**src/rtl/ctrl_pkg.sv**
```systemverilog
// ---------------------------------------------------------------------------
// ctrl_pkg
// Shared definitions for the multicycle control unit:
//   - state_e   : FSM state encoding (FETCH = 0, reported on the debug port)
//   - OP_*      : instruction class codes carried on the op field
//   - is_branch : branch recognition used by the FSM
// ---------------------------------------------------------------------------
package ctrl_pkg;

  typedef enum logic [2:0] {
    FETCH  = 3'd0,
    DECODE = 3'd1,
    EXEC   = 3'd2,
    MEM    = 3'd3,
    WB     = 3'd4,
    FAULT  = 3'd5
  } state_e;

  localparam logic [1:0] OP_ALUI  = 2'b00;
  localparam logic [1:0] OP_MEM   = 2'b01;
  localparam logic [1:0] OP_ALUR  = 2'b10;
  localparam logic [1:0] OP_ALUR2 = 2'b11;

  // Only the OP_ALUR class doubles as a branch, selected by funct0.
  function automatic logic is_branch(input logic [1:0] op, input logic funct0);
    return (op == OP_ALUR) && funct0;
  endfunction

endpackage

```
**src/rtl/ctrl_field_decoder.sv**
```systemverilog
// ---------------------------------------------------------------------------
// ctrl_field_decoder
// Combinational decode of the instruction class into datapath select fields.
// All outputs are forced to zero while valid is low, so the datapath sees
// quiet selects outside the DECODE..WB window.
// Ports:
//   valid  in  1  FSM is in DECODE, EXEC, MEM or WB (and not in reset)
//   op     in  2  instruction class
//   alusrc out 1  ALU B operand: 1 = immediate
//   immsrc out 2  immediate format select
//   regsrc out 2  register-source select
//   aluop  out 1  ALU operation group
// ---------------------------------------------------------------------------
module ctrl_field_decoder
  import ctrl_pkg::*;
(
  input  logic       valid,
  input  logic [1:0] op,
  output logic       alusrc,
  output logic [1:0] immsrc,
  output logic [1:0] regsrc,
  output logic       aluop
);

  // NOTE: every output gets a default before any condition, so no path
  // through the block leaves a value unassigned and no latch is inferred.
  always_comb begin
    alusrc = 1'b0;
    immsrc = 2'b00;
    regsrc = 2'b00;
    aluop  = 1'b0;
    if (valid) begin
      // Register-register classes (OP_ALUR, OP_ALUR2) have op[1] set.
      alusrc = ~op[1];
      immsrc = op;
      regsrc = op;
      aluop  = op[1];
    end
  end

endmodule

```
**src/rtl/control_multicycle_fsm.sv**
```systemverilog
// ---------------------------------------------------------------------------
// control_multicycle_fsm
// Sequenced FETCH/DECODE/EXEC/MEM/WB controller. Handshakes with instruction
// and data memories that may insert wait states; a wait counter traps a hung
// access into a sticky FAULT state that only rst leaves.
// All strobes are decoded from the state register (plus the ready/condition
// inputs of the current state) and forced low while rst is high.
//
// Parameters:
//   TIMEOUT_W  width of the memory wait counter
//   TIMEOUT    wait cycles without ready before FAULT (1 .. 2^TIMEOUT_W-1)
//   CNT_W      width of the performance counters
// Ports:
//   clk, rst                  clock, synchronous active-high reset
//   op, funct5, funct0        instruction class and sub-function bits
//   cond_true                 branch condition, used only in EXEC
//   imem_ready, dmem_ready    memory access complete
//   imem_req, dmem_req, dmem_we  memory requests
//   ir_we, pc_we, pc_src      IR load, PC load, PC source (1 = branch target)
//   regw, memw, memtoreg, alusrc, aluop, immsrc, regsrc  datapath controls
//   fault                     sticky timeout flag
//   state                     current state for debug
//   cycle_cnt, instr_cnt      performance counters (CTRL_PERF_CNT_EN only)
// Build option: define CTRL_PERF_CNT_EN to add the performance counters.
// ---------------------------------------------------------------------------
module control_multicycle_fsm
  import ctrl_pkg::*;
#(
  parameter int TIMEOUT_W = 8,
  parameter int TIMEOUT   = 255,
  parameter int CNT_W     = 32
) (
  input  logic             clk,
  input  logic             rst,
  input  logic [1:0]       op,
  input  logic             funct5,
  input  logic             funct0,
  input  logic             cond_true,
  input  logic             imem_ready,
  input  logic             dmem_ready,
  output logic             imem_req,
  output logic             dmem_req,
  output logic             dmem_we,
  output logic             ir_we,
  output logic             pc_we,
  output logic             pc_src,
  output logic             regw,
  output logic             memw,
  output logic             memtoreg,
  output logic             alusrc,
  output logic             aluop,
  output logic [1:0]       immsrc,
  output logic [1:0]       regsrc,
  output logic             fault,
  output logic [2:0]       state
`ifdef CTRL_PERF_CNT_EN
  ,
  output logic [CNT_W-1:0] cycle_cnt,
  output logic [CNT_W-1:0] instr_cnt
`endif
);

  if (TIMEOUT < 1 || longint'(TIMEOUT) > ((longint'(1) << TIMEOUT_W) - 1)) begin : g_bad_timeout
    $error("TIMEOUT must be in 1 .. 2^TIMEOUT_W-1");
  end
  if (CNT_W < 1) begin : g_bad_cnt_w
    $error("CNT_W must be at least 1");
  end

  // The access faults in the cycle whose miss would take the count to TIMEOUT.
  localparam logic [TIMEOUT_W-1:0] WAIT_LAST = TIMEOUT_W'(TIMEOUT - 1);

  state_e               state_q, state_d;
  logic [TIMEOUT_W-1:0] wait_q,  wait_d;
  logic                 timeout_hit;
  logic                 active;

  assign timeout_hit = (wait_q == WAIT_LAST);
  assign active      = ~rst;

  // Next state and wait counter. The counter is zero in every state except
  // while a request is waiting, which clears it on entry to FETCH/MEM and
  // on every ready.
  always_comb begin
    state_d = state_q;
    wait_d  = '0;
    unique case (state_q)
      FETCH: begin
        if (imem_ready)       state_d = DECODE;
        else if (timeout_hit) state_d = FAULT;
        else                  wait_d  = wait_q + 1'b1;
      end
      DECODE: state_d = EXEC;
      EXEC: begin
        if (is_branch(op, funct0)) state_d = FETCH;
        else if (op == OP_MEM)     state_d = MEM;
        else                       state_d = WB;
      end
      MEM: begin
        if (dmem_ready)       state_d = funct5 ? WB : FETCH;
        else if (timeout_hit) state_d = FAULT;
        else                  wait_d  = wait_q + 1'b1;
      end
      WB:      state_d = FETCH;
      FAULT:   state_d = FAULT;
      default: state_d = FETCH;
    endcase
  end

  // NOTE: state registers use non-blocking assignments so every flop samples
  // the pre-edge values, independent of the order the processes run in.
  always_ff @(posedge clk) begin
    if (rst) begin
      state_q <= FETCH;
      wait_q  <= '0;
    end else begin
      state_q <= state_d;
      wait_q  <= wait_d;
    end
  end

  // Moore strobes, silenced during rst so an aborted instruction fires nothing.
  always_comb begin
    imem_req = 1'b0;
    dmem_req = 1'b0;
    dmem_we  = 1'b0;
    ir_we    = 1'b0;
    pc_we    = 1'b0;
    pc_src   = 1'b0;
    regw     = 1'b0;
    memw     = 1'b0;
    memtoreg = 1'b0;
    fault    = 1'b0;
    if (active) begin
      unique case (state_q)
        FETCH: begin
          imem_req = 1'b1;
          ir_we    = imem_ready;
          pc_we    = imem_ready;
        end
        EXEC: begin
          if (is_branch(op, funct0)) begin
            pc_we  = cond_true;
            pc_src = 1'b1;
          end
        end
        MEM: begin
          dmem_req = 1'b1;
          dmem_we  = ~funct5;
          memw     = ~funct5;
        end
        WB: begin
          regw     = 1'b1;
          memtoreg = (op == OP_MEM);
        end
        FAULT:   fault = 1'b1;
        default: ;
      endcase
    end
  end

  assign state = active ? state_q : FETCH;

  logic fields_valid;
  assign fields_valid = active && (state_q inside {DECODE, EXEC, MEM, WB});

  ctrl_field_decoder u_field_decoder (
    .valid  (fields_valid),
    .op     (op),
    .alusrc (alusrc),
    .immsrc (immsrc),
    .regsrc (regsrc),
    .aluop  (aluop)
  );

`ifdef CTRL_PERF_CNT_EN
  logic             retire;
  logic [CNT_W-1:0] cycle_q, cycle_d;
  logic [CNT_W-1:0] instr_q, instr_d;

  // Last cycle of an instruction: branch EXEC, completed store, or WB.
  assign retire = active &&
                  (((state_q == EXEC) && is_branch(op, funct0)) ||
                   ((state_q == MEM) && dmem_ready && ~funct5) ||
                   (state_q == WB));

  always_comb begin
    cycle_d = cycle_q;
    instr_d = instr_q;
    if (state_q != FAULT) begin
      cycle_d = cycle_q + 1'b1;
      if (retire) instr_d = instr_q + 1'b1;
    end
  end

  always_ff @(posedge clk) begin
    if (rst) begin
      cycle_q <= '0;
      instr_q <= '0;
    end else begin
      cycle_q <= cycle_d;
      instr_q <= instr_d;
    end
  end

  assign cycle_cnt = active ? cycle_q : '0;
  assign instr_cnt = active ? instr_q : '0;
`endif

endmodule
```
**config.mk**
```make
export PLATFORM = sky130hd
export DESIGN_NAME = control_multicycle_fsm
export DESIGN_NICKNAME = d
export VERILOG_FILES = /design/src/rtl/ctrl_pkg.sv /design/src/rtl/ctrl_field_decoder.sv /design/src/rtl/control_multicycle_fsm.sv
export SDC_FILE = /design/constraint.sdc
export NUM_CORES = 1
export LEC_CHECK = 0
export CAP_MARGIN = 15
export CORE_AREA = 5 5 49 51
export CTS_CLUSTER_DIAMETER = 60
export DETAILED_ROUTE_END_ITERATION = 6
export DIE_AREA = 0 0 54 56
export PLACE_DENSITY = 0.74
export SETUP_SLACK_MARGIN = 0.1
export SLEW_MARGIN = 20
export SYNTH_ARGS = -nofsm -noshare
export SYNTH_HDL_FRONTEND = slang
export SYNTH_SLANG_ARGS = --single-unit
```
**constraint.sdc**
```tcl
create_clock -name clk -period 2 [get_ports clk]
set_input_delay 0.3 -clock clk [delete_from_list [all_inputs] [get_ports clk]]
set_output_delay 0.3 -clock clk [all_outputs]
set_load 0.01 [all_outputs]
```
==> results of run 1 <==
==> repair_timing <==
item / CTS / global route
setup buffers: 3 / 0
setup endpoints to repair: 19 / 10
cloned: 0 / 0
pin swaps: 0 / 1
gates resized for setup: 23 / 18
==> per-stage QoR <==
| step | power (uW) | instance area [sq um] | TNS [ns] |
|---|---|---|---|
| after floorplan | 361.8 | 760.7 | 0 |
| after global placement | 457.4 | 1117 | -0.9022 |
| after detailed placement | 462.0 | 1117 | -1.354 |
| after CTS | 604.4 | 1141 | 0 |
| after global routing | 651.9 | 1145 | 0 |
| final | 609.9 | 1145 | 0 |
==> state kept, by name, summed over array words and instances (netlist names) <==
| register | flops |
|---|---|
| wait_q | 8 |
| state_q | 3 |
==> area by class of cell <==
cell class              instances  area, sq um
fillers                       171        757.0
multi-input cells              76        496.7
repair buffers                 44        356.6
flip-flops and latches         11        220.2
well taps                      27        33.78
clock buffers                   4        26.28
inverters                       3        11.26
==> routing by layer <==
metal / routed length [um] / share of wire, % / up-vias
met2: 1014 / 47 / 18
li1: - / - / 419
met5: 0 / 0 / -
met3: 79 / 3.7 / 9
met1: 978 / 45 / 389
met4: 85 / 3.9 / 0
==> final timing paths <==
path / start / to
worst max-delay path: state_q[1]$_SDFF_PP0_ / regsrc[1]
worst min-delay path: rst / state_q[2]$_SDFF_PP0_
worst max register to register: wait_q[0]$_SDFF_PP0_ / state_q[0]$_SDFF_PP0_
worst min register to register: wait_q[0]$_SDFF_PP0_ / wait_q[0]$_SDFF_PP0_
==> cell usage in the layout (no fill, tap or decap), types with 3 or more instances in the layout <==
master	instances
inv_1	3
a21oi_1	4
clkbuf_4	3
clkbuf_2	5
clkdlybuf4s50_1	7
and3_1	4
nand3_1	3
nor3_1	3
nand2b_1	3
nor2_1	13
nor2b_1	6
o21ai_0	3
nand2_1	6
dlygate4sd2_1	11
buf_4	17
dfxtp_1	11
==> worst max-delay path, cell delays in order, from the launching register on <==
cell and delay (ns):
dfxtp_1 0.31, or2_1 0.27, xnor2_2 0.16, nor2_2 0.11
and2_4 0.16, clkdlybuf4s15_1 0.25
==> power by group through the flow <==
stage                     sequential, uW  clock [uW]  combinational, uW
after floorplan                      240           0                122
after global placement               240           0                218
after detailed placement             241           0                221
after CTS                            236         157                212
after global routing                 238         173                242
final                                236         152                222
==> logic make-up after synthesis <==
kind of cell | count (synthesis) | synth area share, %
flip-flops | 11 | 28.95
multiplexers | 1 | 1.316
AO/OA/AOI/OAI | 15 | 14.64
XOR/XNOR | 5 | 5.758
AND/OR/NAND/NOR | 53 | 37.66
buffers and inverters | 12 | 8.388
adder cells (fa/ha/maj) | 2 | 3.289
==> results.sh, run 1 <==
export IMPL_setup_violations=0
export IMPL_root_buffer="clkbuf_4"
export IMPL_ff2ff_setup_slack_ns=0.48
export IMPL_die_area_sq_um=3024
export IMPL_rsz0062_at_grt="yes"
export IMPL_initial_core_util_pct=40.00
export IMPL_mappedNetlistNets=110
export IMPL_route_detailed_drc=0
export IMPL_ys_warnings_count=0
export IMPL_synth_area_top_cells="dfxtp_1 (29%), nor2_1 (7.4%), nor2b_1 (4.9%)"
export IMPL_synth_top_area_share_pct=28.95
export IMPL_die_x_um=54
export IMPL_post_route_util_pct=60.20
export IMPL_synth_edf_count=0
export IMPL_syn_to_final_growth_pct=50.49
export IMPL_seq_area_frac_synth_pct=28.95
export IMPL_cp_arrival_ns=1.53
export IMPL_fin_skew_ns=0.005927
export IMPL_met3_usage_pct=3.217
export IMPL_peakVddDrop_mv=0.4685
export IMPL_status="finished clean"
export IMPL_grt_util_met2_pct=24.39
export IMPL_insertion_delay_ns=0.27
export IMPL_grt_util_met1_pct=19.22
export IMPL_slew_violations=0
export IMPL_synth_area_sq_um=760.7
export IMPL_hp_class="input pin to register"
export IMPL_switchingPower_uw=194.7
export IMPL_seq_power_share_pct=38.7
export IMPL_dr_pass1_iters=4
export IMPL_diodes=0
export IMPL_power_leakage_uw=0.0005235
export IMPL_wl_per_cell_um=13.08
export IMPL_drt_wl_total_um=2158
export IMPL_die_h_um=56
export IMPL_switching_share_pct=31.93
export IMPL_cp_data_required_time_ns=1.70
export IMPL_max_slew_margin_pct=79.38
export IMPL_path_class="register to output port"
export IMPL_grt_pass1_vias=862
export IMPL_syn_avg_cell_area_sq_um=7.684
export IMPL_grt_max_degree=14
export IMPL_drive_above_1_share_pct=26.09
export IMPL_max_slew_worst_pin_slew_ns=0.3093
export IMPL_hold_depth=3
export IMPL_stdcell_count=165
export IMPL_via_per_inst=5.061
export IMPL_cap_violations=0
export IMPL_hold_ws_ns=0.4105
export IMPL_hpwl_um=1671
export IMPL_first_iter_violations=24
export IMPL_fin_crit_sh_pct=91.40
export IMPL_synth_most_common_cell="nor2_1"
export IMPL_overflow=0
export IMPL_synthArstFlopShare_pct=0
export IMPL_routabilityCongestion=0.8378
export IMPL_busiest_layer="met2"
export IMPL_grt_pass1_wl_um=3636
export IMPL_synth_top_cell_by_area="dfxtp_1"
export IMPL_critPathCaptureType="output port"
export IMPL_synth_top_flop_cell="dfxtp_1"
export IMPL_vias=835
export IMPL_syn_instance_count=99
export IMPL_clock_sinks=11
export IMPL_path_max_fanout=3
export IMPL_grt_usage_pct=15.75
export IMPL_clock_fmax_mhz=547.1
export IMPL_nets=150
export IMPL_r2r_cells=6
export IMPL_antenna_found_initial=0
export IMPL_cts_tree="done"
export IMPL_cts_hold_buf=0
export IMPL_finalWorstSetupSlack_ns=0.1720
export IMPL_clockBufferDepth=2
export IMPL_ys_ff_latch=11
export IMPL_final_min_clock_period_ns=1.828
export IMPL_cts_buffers=3
export IMPL_h_tree_depth=1
export IMPL_yosys_top_cells_count="nor2_1 (15), dfxtp_1 (11), nand2_1 (6), nor2b_1 (6)"
export IMPL_clock_power_share_pct=24.9
export IMPL_drt_antenna_violating_nets=0
export IMPL_hold_violations=0
export IMPL_p_comb_share_pct=36.3
export IMPL_rows=16
export IMPL_startpoint_type="register"
export IMPL_power_internal_uw=415.1
export IMPL_io_pins=28
export IMPL_synth_cell_types=35
export IMPL_core_sq_um=1902
export IMPL_portBuffers=27
export IMPL_power_per_cell_area_nw_per_um2=532.7
export IMPL_clk_pin_slew_ns=0.06
export IMPL_pre_cts_ws_ns=-0.1485
export IMPL_dp_cells=158
(Power assumes the default switching activity.)
==> run 2: changes to the inputs <==
- CORE_AREA: 5 5 49 51 -> 5 5 48 50
- CTS_CLUSTER_DIAMETER: 60 -> default
- DIE_AREA: 0 0 54 56 -> 0 0 53 55
- PLACE_DENSITY: 0.74 -> 0.76
- clock period: 2 -> 2.17 ns (I/O delays scaled with it)
==> run 2 against run 1 <==
Clock-buffer cell count unchanged. Hold slack improved by 0.058 ns. Routed wire length decreased by 12%. Critical endpoint is now imem_req. Largest cell class unchanged. Highest routed layer unchanged.
==> results.sh, run 2 (synthesis gave the netlist of run 1 again) <==
export IMPL_cts_buffers=3
export IMPL_layout_commonest_cell="nor2_1"
export IMPL_final_min_clock_period_ns=1.970
export IMPL_cap_violations=0
export IMPL_critPathCaptureType="output port"
export IMPL_first_iter_violations=7
export IMPL_die_h_um=55
export IMPL_clock_fmax_mhz=507.7
export IMPL_path_max_fanout=8
export IMPL_fillerInstances=168
export IMPL_power_leakage_uw=0.0005404
export IMPL_setup_violations=0
export IMPL_fin_crit_sh_pct=90.77
export IMPL_power_per_cell_area_nw_per_um2=484.7
export IMPL_top_register="wait_q"
export IMPL_cts_hold_buf=0
export IMPL_dp_cells=155
export IMPL_portBuffers=27
export IMPL_largest_reg_flops=8
export IMPL_met1Wirelength_um=880
export IMPL_max_slew_worst_pin_slew_ns=0.2460
export IMPL_insertion_delay_ns=0.27
export IMPL_grt_pass1_vias=775
export IMPL_rsz0062_at_grt="no"
export IMPL_root_buffer="clkbuf_4"
export IMPL_route_detailed_drc=0
export IMPL_clockBufferDepth=2
export IMPL_die_area_sq_um=2915
export IMPL_final_cell_mix="nor2_1 (14), dlygate4sd2_1 (13), buf_4 (12)"
export IMPL_clock_sinks=11
export IMPL_rows=16
export IMPL_hold_violations=0
export IMPL_clk_pin_slew_ns=0.06
export IMPL_grt_max_degree=14
export IMPL_met3RoutedLength_um=66
export IMPL_via_per_inst=4.963
export IMPL_max_slew_margin_pct=83.56
export IMPL_placed_cell_area_sq_um=1095
export IMPL_drt_wl_total_um=1898
export IMPL_hold_ws_ns=0.4689
export IMPL_grt_pass1_wl_um=3132
export IMPL_core_sq_um=1862
export IMPL_routabilityCongestion=0.8985
export IMPL_wl_met2_um=938
export IMPL_maxUsedRoutingLayer="met4"
export IMPL_die_x_um=53
export IMPL_hp_class="register to register"
export IMPL_nets=145
export IMPL_h_tree_depth=1
export IMPL_initial_core_util_pct=40.86
export IMPL_slew_violations=0
export IMPL_grt_usage_pct=14.42
export IMPL_vias=794
export IMPL_wl_per_cell_um=11.86
export IMPL_stdcell_count=160
export IMPL_final_area_sq_um=1126
export IMPL_diodes=0
export IMPL_cts_tree="done"
export IMPL_largest_registers="wait_q: 8 flops, state_q: 3 flops"
export IMPL_overflow=0
export IMPL_cp_arrival_ns=1.64
export IMPL_dr_pass1_iters=4
export IMPL_status="finished clean"
export IMPL_io_pins=28
export IMPL_syn_to_final_growth_pct=48.03
export IMPL_hpwl_um=1570
export IMPL_cp_data_required_time_ns=1.84
export IMPL_path_class="input pin to output port"
export IMPL_drive_above_1_share_pct=17.29
export IMPL_drt_antenna_violating_nets=0
export IMPL_peakVddDrop_mv=0.3373
export IMPL_antenna_found_initial=0
export IMPL_startpoint_type="input pin"
export IMPL_fin_skew_ns=0.009887
-- run 2: cell types whose count changed in the layout (fill, tap and decap cells not counted), sizes merged --
cell           previous run  this run
clkbuf                    9         4
clkdlybuf4s50             7        11
dlymetal6s2s              1         3
clkdlybuf4s15             2         0
buf                      18        12
dlygate4sd2              11        13
-- run 2: final timing paths --
path,from,end,slack (ns),cells after the start
max,rst,imem_req,0.20,4
min,wait_q[0]$_SDFF_PP0_,wait_q[0]$_SDFF_PP0_,0.47,1
max reg2reg,wait_q[0]$_SDFF_PP0_,state_q[2]$_SDFF_PP0_,0.73,6
min reg2reg,wait_q[0]$_SDFF_PP0_,wait_q[0]$_SDFF_PP0_,0.47,1
-- run 2: timing repair --
action,4_1_cts,5_1_grt
setup buffers,1,0
pin swaps,1,0
endpoints found under the setup margin,15,3
resized for setup,16,3
-- run 2: report_power, final --
part           switching, uW  total [uW]  internal [uW]  leakage [uW]
logic                   92.3         188           96.0      0.000436
clock network           67.4         139           71.1     0.0000150
registers               8.35         219            211     0.0000897
-- run 2: layer usage --
layer / vias to the layer above / global-route usage, %
met2: 17 / 25.00
met3: 2 / 4.558
met1: 369 / 17.36
met4: 0 / 3.404
li1: 406 / -
met5: - / 0
-- run 2: layout make-up --
cell class                 instances  area [sq um]  share of cell area (%)
clock buffer                       4         26.28                   2.333
multi-input combinational         76         481.7                   42.78
timing repair buffer              39         351.6                   31.22
inverter                           3         11.26                   1.000
tap                               27         33.78                   3.000
sequential                        11         221.5                   19.67
-- run 2: metrics by stage --
step,util [%],total power [uW],setup WS (ns),TNS [ns]
after floorplan,-,333.5,0.6065,0
after global placement,58.80,412.8,-0.03669,-0.07192
after detailed placement,58.80,416.2,-0.05042,-0.1273
after CTS,60.08,552.0,0.1135,0
after global routing,60.48,578.8,0.1092,0
final,60.48,545.8,0.2002,0
-- run 2: worst max-delay path: stages --
cell and delay, ns:
clkdlybuf4s50_1 0.43, buf_4 0.17, nor3_1 0.16, clkdlybuf4s50_1 0.56
